[src/rtl/serial_adder_pkg.sv]
// serial_adder_pkg: shared FSM state type and parameter derivation helpers
package serial_adder_pkg;

    typedef enum logic [1:0] {IDLE, RUN, DONE} state_t;

    function automatic int calc_nstep(input int width, input int digit);
        return width / digit;
    endfunction

    function automatic int calc_cnt_w(input int nstep);
        return $clog2(nstep + 1);
    endfunction

endpackage

[src/rtl/digit_adder.sv]
// digit_adder: combinational DIGIT-bit ripple adder exposing the carry into its top bit
module digit_adder #(
    parameter int DIGIT = 1
) (
    input  logic [DIGIT-1:0] x,
    input  logic [DIGIT-1:0] y,
    input  logic             ci,
    output logic [DIGIT-1:0] s,
    output logic             co,
    output logic             c_top
);

    logic [DIGIT:0] c;

    assign c[0] = ci;

    for (genvar i = 0; i < DIGIT; i++) begin : g_bit
        assign s[i]   = x[i] ^ y[i] ^ c[i];
        assign c[i+1] = ((x[i] ^ y[i]) & c[i]) | (x[i] & y[i]);
    end

    assign co    = c[DIGIT];
    assign c_top = c[DIGIT-1];

endmodule

[src/rtl/serial_adder.sv]
// serial_adder: multi-cycle add/subtract, DIGIT bits per clock LSB first, valid/ready on both sides
module serial_adder
    import serial_adder_pkg::*;
#(
    parameter int WIDTH = 8,
    parameter int DIGIT = 1
) (
    input  logic             clk,
    input  logic             rst,
    input  logic             in_valid,
    output logic             in_ready,
    input  logic [WIDTH-1:0] a,
    input  logic [WIDTH-1:0] b,
    input  logic             cin,
    input  logic             sub,
    output logic             out_valid,
    input  logic             out_ready,
    output logic [WIDTH-1:0] sum,
    output logic             cout,
    output logic             ovf
);

    localparam int NSTEP = calc_nstep(WIDTH, DIGIT);
    localparam int CW    = calc_cnt_w(NSTEP);
    localparam logic [CW-1:0] LAST = CW'(NSTEP - 1);

    if (WIDTH % DIGIT != 0) begin : g_bad_digit
        $error("serial_adder: DIGIT must divide WIDTH");
    end

    state_t                 state;
    logic [WIDTH-1:0]       ar;
    logic [WIDTH-1:0]       br;
    logic [CW-1:0]          step;
    logic                   carry;
    logic [DIGIT-1:0]       s;
    logic                   co;
    logic                   c_top;
    logic [WIDTH+DIGIT-1:0] shifted;

    digit_adder #(.DIGIT(DIGIT)) u_slice (
        .x     (ar[DIGIT-1:0]),
        .y     (br[DIGIT-1:0]),
        .ci    (carry),
        .s     (s),
        .co    (co),
        .c_top (c_top)
    );

    assign in_ready  = state == IDLE;
    assign out_valid = state == DONE;
    // new digit enters at the MSB end; after NSTEP steps the first digit sits at the LSB
    assign shifted   = {s, sum};

    // FSM with operand/result shift registers; subtract is a + ~b + 1
    always_ff @(posedge clk) begin
        if (rst) begin
            state <= IDLE;
            step  <= '0;
            carry <= 1'b0;
            sum   <= '0;
            cout  <= 1'b0;
            ovf   <= 1'b0;
        end else begin
            case (state)
                IDLE: if (in_valid) begin
                    ar    <= a;
                    br    <= sub ? ~b : b;
                    carry <= sub ? 1'b1 : cin;
                    step  <= '0;
                    state <= RUN;
                end
                RUN: begin
                    sum   <= shifted[WIDTH+DIGIT-1:DIGIT];
                    ar    <= ar >> DIGIT;
                    br    <= br >> DIGIT;
                    carry <= co;
                    step  <= step + 1'b1;
                    if (step == LAST) begin
                        state <= DONE;
                        cout  <= co;
                        ovf   <= co ^ c_top;
                    end
                end
                DONE: if (out_ready) state <= IDLE;
                default: state <= IDLE;
            endcase
        end
    end

endmodule
[config.mk]
export PLATFORM = sky130hd
export DESIGN_NAME = serial_adder
export DESIGN_NICKNAME = d
export VERILOG_FILES = /design/src/rtl/serial_adder_pkg.sv /design/src/rtl/digit_adder.sv /design/src/rtl/serial_adder.sv
export SDC_FILE = /design/constraint.sdc
export NUM_CORES = 1
export LEC_CHECK = 0
export BUFFER_PORTS_ARGS = -buffer_cell sky130_fd_sc_hd__buf_2
export CORE_UTILIZATION = 25
export DETAILED_ROUTE_END_ITERATION = 8
export HOLD_SLACK_MARGIN = 0.05
export SETUP_SLACK_MARGIN = 0.05
export SLEW_MARGIN = 20
export SYNTH_ARGS = -nofsm -noshare
export SYNTH_HDL_FRONTEND = slang
export SYNTH_SLANG_ARGS = --single-unit
[constraint.sdc]
create_clock -name clk -period 2.1 [get_ports clk]
set_clock_uncertainty 0.05 [all_clocks]
set_input_delay 0.105 -clock clk [delete_from_list [all_inputs] [get_ports clk]]
set_output_delay 0.105 -clock clk [all_outputs]
set_load 0.02 [all_outputs]
### After elaboration in Yosys (flattened, before gate mapping)

Cells that the tools add are included.

| word-level totals | value |
|---|---|
| bits in registers | 33 |
| input port bits | 22 |
| output and inout port bits | 12 |
| logic and storage cells | 43 |

| operators by class | value |
|---|---|
| add/subtract/negate cells | 1 |
| eq/ne operators | 6 |
| muxes and demuxes | 14 |
| bitwise operators | 8 |
| reductions and logical operators | 6 |

Operators with widths:

| kind | number |
|---|---|
| $pmux 8 s2 | 2 |
| $mux 8 | 3 |
| $not 8->8 | 1 |
| $pmux 4 s2 | 1 |
| $mux 2 | 3 |
| $pmux 2 s3 | 1 |
| $reduce_and 3->1 | 2 |
| $add 4x1->4 const B | 1 |
| $eq 4x3->1 const B | 1 |
| $mux 4 | 1 |
| $ne 2x2->1 const B | 2 |
| $reduce_and 2->1 | 2 |
| $xor 1x1->1 | 3 |
| $and 1x1->1 | 2 |
| $eq 2x1->1 const B | 1 |
| $eq 2x2->1 const B | 1 |
| $logic_not 2->1 | 1 |
| $mux 1 | 2 |
| $ne 2x1->1 const B | 1 |
| $pmux 1 s2 | 1 |
| $reduce_bool 2->1 | 1 |
| $not 1->1 | 1 |
| $or 1x1->1 | 1 |

### Logic depth before layout (Yosys ltp)

| depth | value |
|---|---|
| depth in word-level cells | 4 |
| depth in mapped cells | 6 |
| gate-level depth less buffers | 5 |

### Hierarchy

A second synthesis with hierarchy kept.

| unflattened totals | value |
|---|---|
| cell total of the unflattened synthesis | 152 |
| area, all modules | 1475.2 µm² |

Modules (own cells, without submodules):

| module | instances | cells each | area an instance (µm²) | sequential area each (µm²) |
|---|---|---|---|---|
| serial_adder | 1 | 150 | 1447.6 | 820.8 |
| digit_adder | 1 | 2 | 27.5 | 0.0 |

### Worst setup path before layout

Ideal clock, no wire load.

| timing path | value |
|---|---|
| path kind | flip-flop to flip-flop |
| from | reg state[0] |
| to | reg ar[0], enable pin |
| library setup time | 0.388 ns |
| arrival time | 1.325 ns |
| data required time | 1.662 ns |
| setup slack | 0.336 ns |
| cell stages (with the launch flop) | 4 |
| period minus slack after synthesis | 1.764 ns |
| cells stage by stage | dfxtp_1 -> buf_6 -> o21bai_1 -> nor2_1 |

| on the way | value |
|---|---|
| cells in the longest elaborated chain, start to end | 3 |
| elaborated cells on any way between the ends | 5 |

Ends and longest elaborated chain:

| item | line | text |
|---|---|---|
| start, declared | serial_adder.sv:31 | `state_t state;` |
| start signal, assigned | serial_adder.sv:58 | `state <= IDLE;` |
| start signal, assigned | serial_adder.sv:71 | `state <= RUN;` |
| start signal, assigned | serial_adder.sv:80 | `state <= DONE;` |
| $eq 2x1->1 or $logic_not 2->1 (tied branches) | serial_adder.sv:65 | `case (state)` |
| $reduce_bool 2->1 (no source line) or $ne 2x2->1 (tied branches) | -- |  |
| $reduce_and 3->1 (no source line) * | -- |  |
| end signal, assigned | serial_adder.sv:75 | `ar <= ar >> DIGIT;` |
| end, declared | serial_adder.sv:32 | `logic [WIDTH-1:0] ar;` |

Mark *: on every way between the ends. The rest lies on a longest branch, timed or not.
A chain may end at the register's enable or synchronous reset.

### Worst setup path in the final report

| timing path | value |
|---|---|
| from | reg state[0] |
| to | reg br[4], enable pin |

| on the way | value |
|---|---|
| cells in the longest elaborated chain, start to end | 3 |
| elaborated cells on any way between the ends | 5 |

Ends and longest elaborated chain:

| item | line | text |
|---|---|---|
| $eq 2x1->1 or $logic_not 2->1 (tied branches) | serial_adder.sv:65 |  |
| $reduce_bool 2->1 (no source line) or $ne 2x2->1 (tied branches) | -- |  |
| $reduce_and 3->1 (no source line) * | -- |  |
| end signal, assigned | serial_adder.sv:68 | `br <= sub ? ~b : b;` |
| end signal, assigned | serial_adder.sv:76 | `br <= br >> DIGIT;` |
| end, declared | serial_adder.sv:33 | `logic [WIDTH-1:0] br;` |

Marks and branches as above.

==> metrics.txt <==
outcome finished clean; Max-Cap Viols 0; critical path startpoint category flop; Starting DRT DRC Count 42; Detailed Route WL 2.90 mm; gr ovfl total 0; num rows 27; commonest non-fill, non-tap cell in the layout nand2_1; Tcrit/Tclk final 0.720; Cells after Synth 152; Sw Share 0.219; CTS tree built; wire length per cell 10.9 um; Int Pwr ~1.1 mW; clk root buf clkbuf_8; clock power share 0.390; die area between 6000 and 7000 sq um; Period minus WS final roughly 1500 ps; total power 1.45 mW; largest net degree at the start of global routing 25; RSZ-0062 raised after global routing no; fraction of layout instances using a drive strength above 1 0.228; DP Worst Slack 612 ps; VDD IR max 378 uV; RePlAce Congestion 0.763; max-slew violations 0; CP arrival 1430 ps; Req. time, crit path 2020 ps; Worst Max-Slew Pin Slew 467 ps; cell leakage power 0.750 nW; syn nets roughly 180; Via density between 4 and 5; clk buf depth 2; hpwl dp 2.08 mm; Seq/Total Area, Yosys 0.559; H-tree depth 2; clock sink total 33; PnR worst setup slack 589 ps; CP Class flop to flop; sequential share of power 0.502; ys flop type dfxtp_1; port buffer count 33; Final setup viols 0; fmax 0.662 GHz; Antenna Nets Post-Route 0; fin nets 216; commonest cells after routing, fill and taps aside nand2_1 (47), buf_2 (33), dfxtp_1 (17); core box area about 5600 sq um; first drt pass iteration count 5; worst hold path type primary input to flop; Max-slew headroom 0.688; Async SR Flop Fraction 0; global-route wire length before repair roughly 4.7 mm; cell area after synthesis around 1500 sq um; Worst setup EP type flop; power per cell area 782 nW/um^2; DIE WIDTH about 79 um; final count of hold timing violations 0; setup TNS 0 ps; synth warn 0; CP max FO 16; number of I/O pins 34; Antenna diodes 0; Initial Utilization 0.263; CTS resizes 0; synthesized area per cell between 9 and 10 sq um; area grow syn2layout 26.7%; Skew-Pair Late Insertion Delay 280 ps; vias in the first global route 1,043; TritonCTS Buffers 5; global router's overall resource usage 0.0997; Die H 78.6 um; Reg clk slew, reported paths approximately 70 ps; initial antenna violation count 0; EDFF count, synth 16; Yosys cell types 29; Yosys reg bits 33; Comb power frac 0.107; sw power 0.319 mW; vias 1,130; # DRC 0
-- timing repair --
action / CTS / global route
hold endpoints to repair: 7 / 0
hold buffers: 7 / 0
setup buffers: 0 / 0
-- critical path, stage by stage (launching register included) --
cell and delay (ps):
dfxtp_1 510, o21bai_1 250, nor2_1 140, buf_4 250
-- per-layer routing --
| metal | vias up | GRT usage | share of wire |
|---|---|---|---|
| met5 | - | 0 | 0 |
| met4 | 0 | 0.0333 | 0.0038 |
| met3 | 2 | 0.0279 | 0.053 |
| met2 | 28 | 0.156 | 0.47 |
| met1 | 510 | 0.131 | 0.48 |
| li1 | 590 | - | - |
-- cell families (layout without fill, tap and decap cells) --
family	count (synthesis)	count (layout)	synth area share
adder cells (fa/ha/maj)	2	2	0.0222
AND/OR/NAND/NOR	64	64	0.182
multiplexers	1	1	0.00682
AO/OA/AOI/OAI	28	28	0.116
XOR/XNOR	9	9	0.0537
flip-flops	33	33	0.559
buffers and inverters	15	56	0.0597
-- area by class of cell --
| cell class | instances | area [sq um] |
|---|---|---|
| repair buffers | 44 | 265 |
| well taps | 72 | 90.1 |
| flip-flops and latches | 33 | 821 |
| clock inverters | 2 | 33.8 |
| inverters | 4 | 15.0 |
| fillers | 606 | 3710 |
| clock buffers | 6 | 72.6 |
| multi-input cells | 104 | 562 |
-- power by group through the flow --
stage | sequential [mW] | combinational [mW] | clock, mW
5_1_grt | 0.734 | 0.176 | 0.613
2_1_floorplan | 0.743 | 0.107 | 0
6_report | 0.730 | 0.156 | 0.567
4_1_cts | 0.731 | 0.160 | 0.588
3_5_place_dp | 0.745 | 0.149 | 0
3_3_place_gp | 0.744 | 0.148 | 0
-- state kept, by name, indices dropped and copies added, names as in the netlist --
register,cells
step,4
sum,8
state,2
ar,8
carry,1
cout,1
br,8
ovf,1
-- through the flow --
stage	util	hold WS, ps	instance area [sq um]	cells
3_3_place_gp	0.302	329	1680	250
5_1_grt	0.334	79.4	1860	265
4_1_cts	0.334	64.7	1860	265
2_1_floorplan	-	236	1470	152
3_5_place_dp	0.302	331	1680	250
6_report	0.334	74.8	1860	265
-- Yosys cell counts, types with 2 or more instances --
master | count | area, sq um
a211oi_1 | 3 | 22.5
a21oi_1 | 11 | 55.1
a22oi_1 | 2 | 15.0
buf_2 | 4 | 20.0
buf_6 | 3 | 33.8
clkbuf_1 | 3 | 11.3
dfxtp_1 | 17 | 340
edfxtp_1 | 16 | 480
inv_1 | 4 | 15.0
nand2_1 | 47 | 176
nand3_1 | 3 | 15.0
nor2_1 | 7 | 26.3
nor2b_1 | 2 | 12.5
o21ai_1 | 7 | 35.0
xnor2_1 | 9 | 78.8
-- final timing paths --
path | start | end | slack [ps] | depth (start not counted)
min reg2reg | sum[0] | sum[0] | 410 | 2
max reg2reg | state[0] | br[4] | 590 | 3
min | a[7] | ar[7] | 70 | 2
max | state[0] | br[4] | 590 | 3
Power figures use the tool's default switching activity.
